`src/rtl/cache_pkg.sv`:
```
// Shared constants, FSM state type and address field helpers for the cache controller.
package cache_pkg;

  localparam int unsigned ADDR_W     = 32;
  localparam int unsigned TAG_W      = 22;
  localparam int unsigned INDEX_W    = 6;
  localparam int unsigned WORD_SEL_W = 2;

  typedef enum logic [1:0] {S_IDLE, S_BACKWARD, S_FORWARD, S_WAIT} state_e;

  function automatic logic [TAG_W-1:0] tag_of(input logic [ADDR_W-1:0] addr);
    return addr[ADDR_W-1 -: TAG_W];
  endfunction

  function automatic logic [INDEX_W-1:0] index_of(input logic [ADDR_W-1:0] addr);
    return addr[WORD_SEL_W+2 +: INDEX_W];
  endfunction

  function automatic logic [WORD_SEL_W-1:0] word_of(input logic [ADDR_W-1:0] addr);
    return addr[2 +: WORD_SEL_W];
  endfunction

endpackage

```
`src/rtl/cache_ctrl_if.sv`:
```
// CPU, cache-array and main-memory signal bundle seen by the cache controller.
interface cache_ctrl_if;
  import cache_pkg::*;

  logic              cpu_req;
  logic              cpu_we;
  logic [ADDR_W-1:0] cpu_addr;
  logic [31:0]       cpu_din;
  logic [31:0]       cpu_dout;
  logic              cpu_stall;

  logic [ADDR_W-1:0] cache_addr;
  logic              cache_store;
  logic              cache_edit;
  logic              cache_invalid;
  logic [31:0]       cache_din;
  logic              cache_hit;
  logic [31:0]       cache_dout;
  logic              cache_valid;
  logic              cache_dirty;
  logic [TAG_W-1:0]  cache_tag;

  logic              mem_cs;
  logic              mem_we;
  logic [ADDR_W-1:0] mem_addr;
  logic [31:0]       mem_dout;
  logic [31:0]       mem_din;
  logic              mem_ack;

  modport master (
    input  cpu_req, cpu_we, cpu_addr, cpu_din,
    output cpu_dout, cpu_stall,
    output cache_addr, cache_store, cache_edit, cache_invalid, cache_din,
    input  cache_hit, cache_dout, cache_valid, cache_dirty, cache_tag,
    output mem_cs, mem_we, mem_addr, mem_dout,
    input  mem_din, mem_ack
  );

  modport slave (
    output cpu_req, cpu_we, cpu_addr, cpu_din,
    input  cpu_dout, cpu_stall,
    input  cache_addr, cache_store, cache_edit, cache_invalid, cache_din,
    output cache_hit, cache_dout, cache_valid, cache_dirty, cache_tag,
    input  mem_cs, mem_we, mem_addr, mem_dout,
    output mem_din, mem_ack
  );

endinterface

```
`src/rtl/cache_ctrl_stats.sv`:
```
// Saturating hit/miss counters; built only when CACHE_CTRL_STATS_EN is defined.
module cache_ctrl_stats (
  input  logic        clk,
  input  logic        rst,
  input  logic        i_hit,
  input  logic        i_miss,
  output logic [31:0] o_hit_cnt,
  output logic [31:0] o_miss_cnt
);

  logic [31:0] r_hit_cnt;
  logic [31:0] r_miss_cnt;
  logic        r_miss_pend;

  // The hit that completes a refilled miss is swallowed via r_miss_pend.
  always_ff @(posedge clk or negedge rst) begin
    if (!rst) begin
      r_hit_cnt   <= '0;
      r_miss_cnt  <= '0;
      r_miss_pend <= 1'b0;
    end else if (i_miss) begin
      if (r_miss_cnt != '1) r_miss_cnt <= r_miss_cnt + 32'd1;
      r_miss_pend <= 1'b1;
    end else if (i_hit) begin
      if (r_miss_pend) r_miss_pend <= 1'b0;
      else if (r_hit_cnt != '1) r_hit_cnt <= r_hit_cnt + 32'd1;
    end
  end

  assign o_hit_cnt  = r_hit_cnt;
  assign o_miss_cnt = r_miss_cnt;

endmodule

```
`src/rtl/cache_ctrl.sv`:
```
// Miss sequencer for a direct-mapped write-back cache: write-back then refill per miss.
// Optional hit/miss statistics enabled by defining CACHE_CTRL_STATS_EN.
module cache_ctrl
  import cache_pkg::*;
(
  input  logic         clk,
  input  logic         rst,
  cache_ctrl_if.master bus,
  output logic [31:0]  stat_hit_cnt,
  output logic [31:0]  stat_miss_cnt
);

  state_e                r_state, w_state_next;
  logic [WORD_SEL_W-1:0] r_word_cnt, w_word_cnt_next;
  logic                  w_req;
  logic                  w_last;
  logic [INDEX_W-1:0]    w_idx;
  logic [ADDR_W-1:0]     w_bk_addr;
  logic [ADDR_W-1:0]     w_fw_addr;

  // Requests are ignored while reset is held so stall drops with reset.
  assign w_req     = bus.cpu_req & rst;
  assign w_last    = (r_word_cnt == {WORD_SEL_W{1'b1}});
  assign w_idx     = index_of(bus.cpu_addr);
  assign w_bk_addr = {bus.cache_tag, w_idx, r_word_cnt, 2'b00};
  assign w_fw_addr = {tag_of(bus.cpu_addr), w_idx, r_word_cnt, 2'b00};

  always_ff @(posedge clk or negedge rst) begin
    if (!rst) begin
      r_state    <= S_IDLE;
      r_word_cnt <= '0;
    end else begin
      r_state    <= w_state_next;
      r_word_cnt <= w_word_cnt_next;
    end
  end

  // Addresses kept apart from the hit/data decode so the cache lookup path stays acyclic.
  always_comb begin
    bus.cache_addr = bus.cpu_addr;
    bus.mem_addr   = '0;
    case (r_state)
      S_BACKWARD: begin
        bus.cache_addr = w_bk_addr;
        bus.mem_addr   = w_bk_addr;
      end
      S_FORWARD: begin
        bus.mem_addr = w_fw_addr;
        if (bus.mem_ack) bus.cache_addr = w_fw_addr;
      end
      default: ;
    endcase
  end

  always_comb begin
    w_state_next      = r_state;
    w_word_cnt_next   = r_word_cnt;
    bus.cpu_dout      = '0;
    bus.cpu_stall     = 1'b0;
    bus.cache_store   = 1'b0;
    bus.cache_edit    = 1'b0;
    bus.cache_invalid = 1'b0;
    bus.cache_din     = '0;
    bus.mem_cs        = 1'b0;
    bus.mem_we        = 1'b0;
    bus.mem_dout      = '0;
    case (r_state)
      S_IDLE: begin
        if (w_req) begin
          if (bus.cache_hit) begin
            bus.cpu_dout = bus.cache_dout;
            if (bus.cpu_we) begin
              bus.cache_edit = 1'b1;
              bus.cache_din  = bus.cpu_din;
            end
          end else begin
            bus.cpu_stall   = 1'b1;
            w_word_cnt_next = '0;
            w_state_next    = (bus.cache_valid && bus.cache_dirty) ? S_BACKWARD : S_FORWARD;
          end
        end
      end
      S_BACKWARD: begin
        bus.cpu_stall = 1'b1;
        bus.mem_cs    = 1'b1;
        bus.mem_we    = 1'b1;
        bus.mem_dout  = bus.cache_dout;
        if (bus.mem_ack) begin
          w_word_cnt_next = r_word_cnt + 1'b1;
          if (w_last) w_state_next = S_FORWARD;
        end
      end
      S_FORWARD: begin
        bus.cpu_stall = 1'b1;
        bus.mem_cs    = 1'b1;
        if (bus.mem_ack) begin
          bus.cache_store = 1'b1;
          bus.cache_din   = bus.mem_din;
          w_word_cnt_next = r_word_cnt + 1'b1;
          if (w_last) w_state_next = S_WAIT;
        end
      end
      S_WAIT: begin
        bus.cpu_stall = 1'b1;
        w_state_next  = S_IDLE;
      end
      default: w_state_next = S_IDLE;
    endcase
  end

`ifdef CACHE_CTRL_STATS_EN
  logic w_hit_done;
  logic w_miss_start;

  assign w_hit_done   = (r_state == S_IDLE) & w_req & bus.cache_hit;
  assign w_miss_start = (r_state == S_IDLE) & w_req & ~bus.cache_hit;

  cache_ctrl_stats u_stats (
    .clk        (clk),
    .rst        (rst),
    .i_hit      (w_hit_done),
    .i_miss     (w_miss_start),
    .o_hit_cnt  (stat_hit_cnt),
    .o_miss_cnt (stat_miss_cnt)
  );
`else
  assign stat_hit_cnt  = '0;
  assign stat_miss_cnt = '0;
`endif

endmodule

```
`src/flat_wrapper.sv`:
```
// flat-port wrapper written by rule: the top's interface ports become plain ports
module cache_ctrl_flat import cache_pkg::*;
  (clk, rst, stat_hit_cnt, stat_miss_cnt, bus_cpu_req, bus_cpu_we, bus_cpu_addr, bus_cpu_din, bus_cpu_dout, bus_cpu_stall, bus_cache_addr, bus_cache_store, bus_cache_edit, bus_cache_invalid, bus_cache_din, bus_cache_hit, bus_cache_dout, bus_cache_valid, bus_cache_dirty, bus_cache_tag, bus_mem_cs, bus_mem_we, bus_mem_addr, bus_mem_dout, bus_mem_din, bus_mem_ack);
  cache_ctrl_if bus_i ();
  input  logic clk;
  input  logic rst;
  output logic [31:0] stat_hit_cnt;
  output logic [31:0] stat_miss_cnt;
  input wire logic [$bits(bus_i.cpu_req)-1:0] bus_cpu_req;
  input wire logic [$bits(bus_i.cpu_we)-1:0] bus_cpu_we;
  input wire logic [$bits(bus_i.cpu_addr)-1:0] bus_cpu_addr;
  input wire logic [$bits(bus_i.cpu_din)-1:0] bus_cpu_din;
  output wire logic [$bits(bus_i.cpu_dout)-1:0] bus_cpu_dout;
  output wire logic [$bits(bus_i.cpu_stall)-1:0] bus_cpu_stall;
  output wire logic [$bits(bus_i.cache_addr)-1:0] bus_cache_addr;
  output wire logic [$bits(bus_i.cache_store)-1:0] bus_cache_store;
  output wire logic [$bits(bus_i.cache_edit)-1:0] bus_cache_edit;
  output wire logic [$bits(bus_i.cache_invalid)-1:0] bus_cache_invalid;
  output wire logic [$bits(bus_i.cache_din)-1:0] bus_cache_din;
  input wire logic [$bits(bus_i.cache_hit)-1:0] bus_cache_hit;
  input wire logic [$bits(bus_i.cache_dout)-1:0] bus_cache_dout;
  input wire logic [$bits(bus_i.cache_valid)-1:0] bus_cache_valid;
  input wire logic [$bits(bus_i.cache_dirty)-1:0] bus_cache_dirty;
  input wire logic [$bits(bus_i.cache_tag)-1:0] bus_cache_tag;
  output wire logic [$bits(bus_i.mem_cs)-1:0] bus_mem_cs;
  output wire logic [$bits(bus_i.mem_we)-1:0] bus_mem_we;
  output wire logic [$bits(bus_i.mem_addr)-1:0] bus_mem_addr;
  output wire logic [$bits(bus_i.mem_dout)-1:0] bus_mem_dout;
  input wire logic [$bits(bus_i.mem_din)-1:0] bus_mem_din;
  input wire logic [$bits(bus_i.mem_ack)-1:0] bus_mem_ack;
  assign bus_i.cpu_req = bus_cpu_req;
  assign bus_i.cpu_we = bus_cpu_we;
  assign bus_i.cpu_addr = bus_cpu_addr;
  assign bus_i.cpu_din = bus_cpu_din;
  assign bus_cpu_dout = bus_i.cpu_dout;
  assign bus_cpu_stall = bus_i.cpu_stall;
  assign bus_cache_addr = bus_i.cache_addr;
  assign bus_cache_store = bus_i.cache_store;
  assign bus_cache_edit = bus_i.cache_edit;
  assign bus_cache_invalid = bus_i.cache_invalid;
  assign bus_cache_din = bus_i.cache_din;
  assign bus_i.cache_hit = bus_cache_hit;
  assign bus_i.cache_dout = bus_cache_dout;
  assign bus_i.cache_valid = bus_cache_valid;
  assign bus_i.cache_dirty = bus_cache_dirty;
  assign bus_i.cache_tag = bus_cache_tag;
  assign bus_mem_cs = bus_i.mem_cs;
  assign bus_mem_we = bus_i.mem_we;
  assign bus_mem_addr = bus_i.mem_addr;
  assign bus_mem_dout = bus_i.mem_dout;
  assign bus_i.mem_din = bus_mem_din;
  assign bus_i.mem_ack = bus_mem_ack;
  cache_ctrl u_core (.clk(clk), .rst(rst), .bus(bus_i), .stat_hit_cnt(stat_hit_cnt), .stat_miss_cnt(stat_miss_cnt));
endmodule
```
`config.mk`:
```
export PLATFORM = sky130hd
export DESIGN_NAME = cache_ctrl_flat
export DESIGN_NICKNAME = d
export VERILOG_FILES = /design/src/rtl/cache_pkg.sv /design/src/rtl/cache_ctrl_if.sv /design/src/rtl/cache_ctrl_stats.sv /design/src/rtl/cache_ctrl.sv /design/src/flat_wrapper.sv
export SDC_FILE = /design/constraint.sdc
export NUM_CORES = 1
export LEC_CHECK = 0
export CORE_AREA = 2 2 152 154
export DETAILED_ROUTE_END_ITERATION = 16
export DIE_AREA = 0 0 154 156
export PLACE_DENSITY = 0.55
export SLEW_MARGIN = 20
export SYNTH_ARGS = -nofsm -noshare
export SYNTH_HDL_FRONTEND = slang
export SYNTH_SLANG_ARGS = --single-unit
```
`constraint.sdc`:
```
create_clock -name clk -period 4.04 [get_ports clk]
set_input_delay 0.404 -clock clk [delete_from_list [all_inputs] [get_ports clk]]
set_output_delay 0.404 -clock clk [all_outputs]
set_load 0.01 [all_outputs]
```
==> impl_metrics.py, run 1 <==
metrics = {
    "global_routing": {
        "grt_start_max_net_pins": 53,
        "grt_first_pass_wirelength_mm": 16.80,
        "antenna_found_initial": 0,
        "grt_util_all_layers": 0.08695,
        "grt_pass1_vias": 3044,
        "grt-ovfl-total": 0,
    },
    "routing": {
        "ant_nets": 0,
        "drc": 0,
        "drtPass1Iterations": 4,
        "via_per_inst": 3.672,
        "first_iter_violations": 93,
        "vias": 3316,
        "post_drt_wl_per_cell_um": 13.33,
        "wirelength_mm": 12.04,
    },
    "final_layout": {
        "final_common_cell": "clkdlybuf4s50_1",
        "design_area_mm2": 0.005628,
        "antenna_cells": 0,
        "final_util": 0.2516,
        "final_cell_mix": "clkdlybuf4s50_1, and2_1, conb_1",
        "nets": 783,
        "drive_gt1_frac": 0.02913,
        "n_fill_cell": 2461,
        "area_delta_synth_final_pct": 132.9,
    },
    "logic_synthesis": {
        "avgSynthCellArea_um2": 7.434,
        "ys_types": 31,
        "synth_cells": 325,
        "async_reset_ff_frac": 1.000,
        "yosys-top-cells-area": "buf_4, and2_1, a22o_1, a32o_1, a22oi_1",
        "yosysTopAreaCellShare": 0.2361,
        "yosys_most_used_dff": "dfrtp_1",
        "yosysSeqAreaShare": 0.04143,
        "yosysWarningCount": 0,
        "netlist_area_mm2": 0.002416,
        "synth_top_area_cell": "buf_4",
        "synth_seq_cells": 4,
        "synth-edff-count": 0,
    },
    "clocking": {
        "insertion_delay_ns": 0.22,
        "path_clk_slew_ns": 0.03,
        "tritoncts": "done",
        "htree_levels": 1,
        "cts-root-buf": "clkbuf_16",
        "clock_sinks": 4,
        "postCtsSetupRepairBufs": 0,
        "hold_buffers": 0,
        "numCtsBuffers": 3,
        "cts_resized": 0,
        "cts.path.max_buffers": 2,
    },
    "worst_setup_path": {
        "worstPathRequired_ns": 3.64,
        "end_kind": "primary output",
        "startpoint_type": "register",
        "worstPathArrival_ns": 2.51,
        "crit_fanout": 25,
        "critPathKind": "register to primary output",
    },
    "die": {
        "die_w_um": 154,
        "core_mm2": 0.02237,
        "start_util": 0.1080,
        "die_area_mm2": 0.02402,
        "io_pins": 388,
        "die_y_um": 156,
        "num_rows": 55,
    },
    "power_and_ir_drop": {
        "internal_power_mw": 1.514,
        "pwr_density_cell_mw_per_mm2": 477.1,
        "power.switching_mw": 1.171,
        "p_sw_frac": 0.4362,
        "seqPwrFrac": 0.031,
        "pwr-share-clk": 0.057,
        "combPwrFrac": 0.912,
        "ir_drop_mv": 0.2436,
        "leakagePower_nw": 2.120,
    },
    "place": {
        "port_buffers": 320,
        "dp_hpwl_mm": 10.34,
        "place_area_mm2": 0.005553,
        "gp_congestion": 0.7069,
    },
    "sta": {
        "timing.fmax_mhz": 343.1,
        "min_period_over_period": 0.7214,
        "hold_viol": 0,
        "rsz0062_at_grt": "false",
        "finClkSkew_ns": 0.0006662,
        "drv_slew": 0,
        "period_minus_slack_ns": 2.914,
        "holdWs_ns": 0.4594,
        "fin_setup_tns_ns": 0,
        "setup_violations": 0,
    },
    "worst_hold_path": {
        "hold_class": "input port to async pin",
    },
    "run": {
        "maxCapViolations": 0,
    },
    "outcome": {
        "status": "completed",
    },
}
==> metal layers <==
layer	routed length [µm]	up-vias	track usage	part of all wire
met3	1226	4	0.02694	0.10
met2	6221	215	0.1681	0.52
met5	0	-	0	0
met1	4552	1496	0.09621	0.38
met4	40	0	0.008011	0.0033
li1	-	1601	-	-
==> power groups by stage <==
stage	combinational, mW	sequential (mW)	clock (mW)
2_1_floorplan	1.31	0.0759	0
3_3_place_gp	2.50	0.0837	0
3_5_place_dp	2.47	0.0826	0
4_1_cts	2.49	0.0827	0.155
5_1_grt	2.64	0.0863	0.158
6_report	2.45	0.0823	0.153
==> path summary, 6_finish.rpt <==
check | startpoint | to | slack [ns] | cells past startpoint
setup reg to reg | u_core.r_state[0]$_DFFE_PN0P_ | u_core.r_word_cnt[0]$_DFFE_PN0P_ | 2.14 | 6
max in group asynchronous | rst | u_core.r_state[0]$_DFFE_PN0P_ | 3.33 | 1
hold / removal | rst | u_core.r_word_cnt[1]$_DFFE_PN0P_ | 0.46 | 1
hold reg to reg | u_core.r_state[0]$_DFFE_PN0P_ | u_core.r_state[0]$_DFFE_PN0P_ | 0.52 | 1
min in group clk | u_core.r_state[0]$_DFFE_PN0P_ | u_core.r_state[0]$_DFFE_PN0P_ | 0.52 | 1
setup / recovery | u_core.r_state[0]$_DFFE_PN0P_ | bus_cache_addr[17] | 1.13 | 8
==> registers in the layout, indices dropped and copies added, names as in the netlist <==
register	count
u_core.r_word_cnt	2
u_core.r_state	2
==> synth_stat cells, drive strengths merged (5+ instances only) <==
cell type	n
buf	94
and2	76
a22o	34
nor2b	23
a22oi	22
a32o	22
clkbuf	9
nand2	7
ha	5
o21ai	5
==> critical path, cell delays in order, from the launching register on <==
cell             delay [ns]
dfrtp_1                0.38
inv_1                  0.11
ha_1                   0.20
buf_4                  0.31
inv_1                  0.12
nand2_1                0.11
buf_4                  0.27
a32o_1                 0.22
clkdlybuf4s50_1        0.56
==> final cells by class <==
| class | instances | area, µm² | share of cell area |
|---|---|---|---|
| well taps | 285 | 356.6 | 0.06336 |
| flip-flops and latches | 4 | 100.1 | 0.01779 |
| repair buffers | 327 | 3256 | 0.5785 |
| inverters | 3 | 11.26 | 0.002001 |
| multi-input cells | 281 | 1829 | 0.3250 |
| clock buffers | 3 | 75.07 | 0.01334 |
==> cells by family after synthesis <==
group           count (synthesis)  share of synthesized area
simple gates                  116                     0.2936
compound gates                 91                     0.3237
flops                           4                    0.04143
mux                             2                   0.008804
fa+ha+maj                       5                    0.02589
other cells                     1                   0.001552
buf+inv                       106                     0.3050
==> stage by stage <==
step                setup slack (ns)  power [mW]  cells
finish                         1.126       2.685    903
global route                  0.9095       2.886    903
CTS                            1.039       2.731    903
detailed placement             1.197       2.554    900
global placement               1.233       2.585    900
floorplan                      2.178       1.383    391
No activity file was read; power rests on OpenSTA's default activity.
==> run 2, diff against run 1 <==
PLACE_DENSITY = 0.57   (was 0.55)
clock period = 2.5 ns   (was 4.04 ns; I/O delays follow)
==> run 2 against run 1 <==
- setup slack got worse by 1.1 ns
- routed wire length rose by 12%
- combinational power up 78%
- clock power increased by 71%
- sequential power rose by 76%
- worst hold slack worse by 0.054 ns
- final area rose by 3.3%
- register-to-register slack got worse by 1.4 ns
- critical path depth shrank 1
- critical endpoint is now bus_cache_addr[26]
==> impl_metrics.py, run 2 (synthesized netlist as in run 1, its figures left out) <==
metrics = {
    "routing": {
        "drtPass1Iterations": 4,
        "post_drt_wl_per_cell_um": 14.80,
        "first_iter_violations": 71,
        "drc": 0,
        "vias": 3380,
        "wirelength_mm": 13.48,
        "ant_nets": 0,
        "via_per_inst": 3.710,
    },
    "worst_setup_path": {
        "critical-path-top-delay-family": "buffers and inverters",
        "end_kind": "primary output",
        "crit_buf_inv": 4,
        "crit_path_frequent_cell": "inv_1",
        "worstPathArrival_ns": 2.19,
        "cpMaxStageDelayCell": "clkdlybuf4s50_1",
        "crit_fanout": 22,
        "worstPathRequired_ns": 2.25,
        "crit_chain": "inv_1, ha_2, inv_1, nand2_1, buf_12, a32o_1, clkdlybuf4s50_1",
        "startpoint_type": "register",
        "critPathKind": "register to primary output",
        "cpPeakStageDelay_ns": 0.54,
    },
    "global_routing": {
        "antenna_found_initial": 0,
        "grt_util_all_layers": 0.1016,
        "grt-ovfl-total": 0,
        "grt_first_pass_wirelength_mm": 19.00,
        "grt_start_max_net_pins": 46,
        "grt_pass1_vias": 3265,
    },
    "place": {
        "place_area_mm2": 0.005708,
        "dp_hpwl_mm": 11.46,
        "placedCellCount": 907,
        "port_buffers": 320,
        "gp_congestion": 0.7179,
    },
    "clocking": {
        "htree_levels": 1,
        "clock_sinks": 4,
        "insertion_delay_ns": 0.23,
        "path_clk_slew_ns": 0.04,
        "numCtsBuffers": 3,
        "cts-root-buf": "clkbuf_16",
        "tritoncts": "done",
        "cts.path.max_buffers": 2,
    },
    "sta": {
        "period_minus_slack_ns": 2.442,
        "timing.fmax_mhz": 409.6,
        "rsz0062_at_grt": "true",
        "hold_viol": 0,
        "min_period_over_period": 0.9766,
        "setup_violations": 0,
        "finClkSkew_ns": 0.004916,
        "drv_slew": 0,
        "fin_setup_tns_ns": 0,
    },
    "power_and_ir_drop": {
        "pwr_density_cell_mw_per_mm2": 817.7,
        "p_total_mw": 4.753,
        "ir_drop_mv": 0.4758,
        "leakagePower_nw": 2.192,
    },
    "die": {
        "die_area_mm2": 0.02402,
        "die_y_um": 156,
        "num_rows": 55,
        "start_util": 0.1080,
        "core_mm2": 0.02237,
        "die_w_um": 154,
        "io_pins": 388,
    },
    "run": {
        "maxCapViolations": 0,
    },
    "worst_hold_path": {
        "hold_class": "input port to async pin",
    },
    "final_layout": {
        "antenna_cells": 0,
        "nets": 791,
        "area_delta_synth_final_pct": 140.6,
        "final_common_cell": "clkdlybuf4s50_1",
        "fin_cells": 911,
        "final_cell_mix": "clkdlybuf4s50_1, and2_1, conb_1",
        "reg.largest.list": "u_core.r_state (2), u_core.r_word_cnt (2)",
        "design_area_mm2": 0.005813,
        "drive_gt1_frac": 0.04633,
    },
    "outcome": {
        "status": "completed",
    },
}
[run 2: changes by cell type in the layout (fill, tap and decap cells not counted)]
cell / previous run / this run
o21a_1: 2 / 1
buf_4: 7 / 6
o21a_4: 0 / 1
ha_1: 4 / 2
buf_12: 0 / 9
ha_2: 1 / 3
[run 2: routing by layer]
layer	GRT usage	wire length, µm	vias up
met4	0.02181	161	0
met2	0.1939	6895	217
met3	0.02806	1295	7
li1	-	-	1620
met1	0.1118	5132	1536
met5	0	0	-
[run 2: per-stage QoR]
| step | worst slack [ns] | util | hold WS (ns) |
|---|---|---|---|
| global route | -0.04984 | 0.2599 | 0.4237 |
| CTS | 0.01834 | 0.2587 | 0.4220 |
| global placement | 0.2064 | 0.2552 | 0.5138 |
| finish | 0.05845 | 0.2599 | 0.4056 |
| floorplan | 0.7921 | - | -0.04559 |
| detailed placement | 0.1889 | 0.2552 | 0.5243 |
[run 2: final timing paths]
| path | startpoint | endpoint | slack [ns] | cells past startpoint |
|---|---|---|---|---|
| worst min-delay path | rst | u_core.r_state[0]$_DFFE_PN0P_ | 0.41 | 2 |
| worst max-delay path | u_core.r_state[0]$_DFFE_PN0P_ | bus_cache_addr[26] | 0.06 | 7 |
| worst max register to register | u_core.r_state[1]$_DFFE_PN0P_ | u_core.r_state[0]$_DFFE_PN0P_ | 0.73 | 6 |
| min in group clk | u_core.r_state[0]$_DFFE_PN0P_ | u_core.r_state[0]$_DFFE_PN0P_ | 0.53 | 1 |
| worst min register to register | u_core.r_state[0]$_DFFE_PN0P_ | u_core.r_state[0]$_DFFE_PN0P_ | 0.53 | 1 |
| max in group asynchronous | rst | u_core.r_word_cnt[1]$_DFFE_PN0P_ | 1.98 | 2 |
[run 2: area by class of cell]
cell class                      instances  area, µm²
Fill cell                            2437      16550
Timing Repair Buffer                  335       3428
Multi-Input combinational cell        281       1842
Tap cell                              285      356.6
Sequential cell                         4      100.1
Clock buffer                            3      75.07
Inverter                                3      11.26
[run 2: report_power, final]
group | leakage [nW] | total, mW | internal [mW] | switching [mW]
Clock | 0.0370 | 0.261 | 0.205 | 0.0558
Sequential | 0.0488 | 0.145 | 0.0986 | 0.0469
Combinational | 2.11 | 4.35 | 2.41 | 1.94
[run 2: what timing repair did]
| action | CTS | global route |
|---|---|---|
| hold endpoints to repair | 0 | 0 |
| endpoints found under the setup margin | 31 | 39 |
| resized for setup | 2 | 1 |
| buffers inserted | 0 | 1 |
| hold buffers | 0 | 0 |
==> run 3, diff against run 2 <==
ABC_CLOCK_PERIOD_IN_PS = 2500   (was unset)
PLACE_DENSITY = 0.56   (was 0.57)
==> run 3 against run 2 <==
- power down 1.9%
- sequential share of layout area is essentially flat
- clock skew decreased by 0.0032 ns
- first-iteration DRC count grew 82%
- sequential power about the same
- via count is 0.41% higher
- die area did not move
- flip-flop and latch count stayed put
- non-clock buffer count is 3 lower
- worst hold slack improved by 0.12 ns
- fmax rose by 2.0%
- critical path type unchanged
- largest cell class unchanged
==> impl_metrics.py, run 3 (synthesized netlist as in run 1, its figures left out) <==
metrics = {
    "die": {
        "num_rows": 55,
        "core_mm2": 0.02237,
        "die_w_um": 154,
        "start_util": 0.1080,
        "io_pins": 388,
        "die_area_mm2": 0.02402,
        "die_y_um": 156,
    },
    "routing": {
        "drtPass1Iterations": 4,
        "first_iter_violations": 129,
        "via_per_inst": 3.734,
        "post_drt_wl_per_cell_um": 14.57,
        "ant_nets": 0,
        "wirelength_mm": 13.25,
        "drc": 0,
        "vias": 3394,
    },
    "worst_setup_path": {
        "end_kind": "primary output",
        "startpoint_type": "register",
        "worstPathArrival_ns": 2.14,
        "r2r_slack_ns": 0.81,
        "crit_buf_inv": 4,
        "cpPeakStageDelay_ns": 0.55,
        "crit_fanout": 12,
        "cpMaxStageDelayCell": "clkdlybuf4s50_1",
        "critical-path-top-delay-family": "buffers and inverters",
        "critPathKind": "register to primary output",
        "worstPathRequired_ns": 2.25,
        "crit_chain": "inv_2, ha_2, buf_4, buf_4, a22oi_1, nor2b_1, clkdlybuf4s50_1",
        "crit_path_frequent_cell": "buf_4",
    },
    "clocking": {
        "hold_buffers": 0,
        "tritoncts": "done",
        "numCtsBuffers": 3,
        "insertion_delay_ns": 0.22,
        "cts-root-buf": "clkbuf_16",
        "cts.path.max_buffers": 2,
        "clock_sinks": 4,
        "htree_levels": 1,
        "path_clk_slew_ns": 0.03,
    },
    "outcome": {
        "status": "completed",
    },
    "power_and_ir_drop": {
        "pwr-share-clk": 0.054,
        "seqPwrFrac": 0.031,
        "ir_drop_mv": 0.4221,
        "p_total_mw": 4.661,
        "pwr_density_cell_mw_per_mm2": 808.2,
        "internal_power_mw": 2.648,
        "combPwrFrac": 0.916,
        "leakagePower_nw": 2.183,
        "p_sw_frac": 0.4319,
        "power.switching_mw": 2.013,
    },
    "final_layout": {
        "final_util": 0.2578,
        "antenna_cells": 0,
        "reg.largest.list": "u_core.r_state (2), u_core.r_word_cnt (2)",
        "drive_gt1_frac": 0.04808,
        "design_area_mm2": 0.005767,
        "final_common_cell": "clkdlybuf4s50_1",
        "area_delta_synth_final_pct": 138.7,
        "final_cell_mix": "clkdlybuf4s50_1, and2_1, conb_1",
        "nets": 789,
    },
    "place": {
        "place_area_mm2": 0.005655,
        "dp_hpwl_mm": 10.95,
        "pre_cts_ws_ns": 0.1197,
        "gp_congestion": 0.7316,
        "port_buffers": 320,
    },
    "sta": {
        "min_period_over_period": 0.9570,
        "fin_ws_ns": 0.1074,
        "timing.fmax_mhz": 418.0,
        "period_minus_slack_ns": 2.393,
        "rsz0062_at_grt": "false",
        "drv_slew": 0,
        "finClkSkew_ns": 0.001711,
        "setup_violations": 0,
        "hold_viol": 0,
    },
    "global_routing": {
        "grt-ovfl-total": 0,
        "antenna_found_initial": 2,
        "grt_util_all_layers": 0.09670,
        "grt_pass1_vias": 3240,
        "grt_start_max_net_pins": 60,
        "grt_first_pass_wirelength_mm": 18.30,
    },
    "worst_hold_path": {
        "hold_class": "input port to async pin",
    },
    "run": {
        "maxCapViolations": 0,
    },
}
run 3: power groups by stage:
stage                     clock network, mW  registers [mW]  logic (mW)
after global placement                    0           0.139        4.30
final                                 0.250           0.143        4.27
after CTS                             0.250           0.142        4.35
after floorplan                           0           0.123        2.11
after global routing                  0.255           0.148        4.62
after detailed placement                  0           0.139        4.27
run 3: per-layer routing:
layer | routed length (µm) | vias to the layer above | share of wire | GRT usage
met5 | 27 | - | 0.0020 | 0
met2 | 6782 | 212 | 0.51 | 0.1875
li1 | - | 1616 | - | -
met4 | 157 | 4 | 0.012 | 0.01914
met1 | 4768 | 1550 | 0.36 | 0.09985
met3 | 1512 | 12 | 0.11 | 0.03472
run 3: timing repair:
item,CTS,global route
setup buffers,0,0
gates cloned,0,1
gates resized for setup,3,5
setup endpoints to repair,33,86
run 3: path summary, 6_finish.rpt:
kind | from | endpoint | cells past startpoint
max in group asynchronous | rst | u_core.r_word_cnt[0]$_DFFE_PN0P_ | 2
min | rst | u_core.r_state[0]$_DFFE_PN0P_ | 2
max reg2reg | u_core.r_state[1]$_DFFE_PN0P_ | u_core.r_state[0]$_DFFE_PN0P_ | 6
min in group clk | u_core.r_state[0]$_DFFE_PN0P_ | u_core.r_state[0]$_DFFE_PN0P_ | 1
min reg2reg | u_core.r_state[0]$_DFFE_PN0P_ | u_core.r_state[0]$_DFFE_PN0P_ | 1
max | u_core.r_state[1]$_DFFE_PN0P_ | bus_mem_addr[19] | 7
run 3: per-stage QoR:
stage                     setup TNS [ns]  hold slack (ns)  std cells
after floorplan                        0         -0.04559        391
after global placement                 0           0.5060        905
after detailed placement               0           0.5287        905
after CTS                      -0.004389           0.5324        908
after global routing                   0           0.5411        909
final                                  0           0.5228        909
run 3: layout make-up:
type / count / area, µm²
clock buffer: 3 / 75.07
fill: 2419 / 16600
inverter: 3 / 11.26
multi-input combinational: 282 / 1866
sequential: 4 / 100.1
tap: 285 / 356.6
timing repair buffer: 332 / 3358
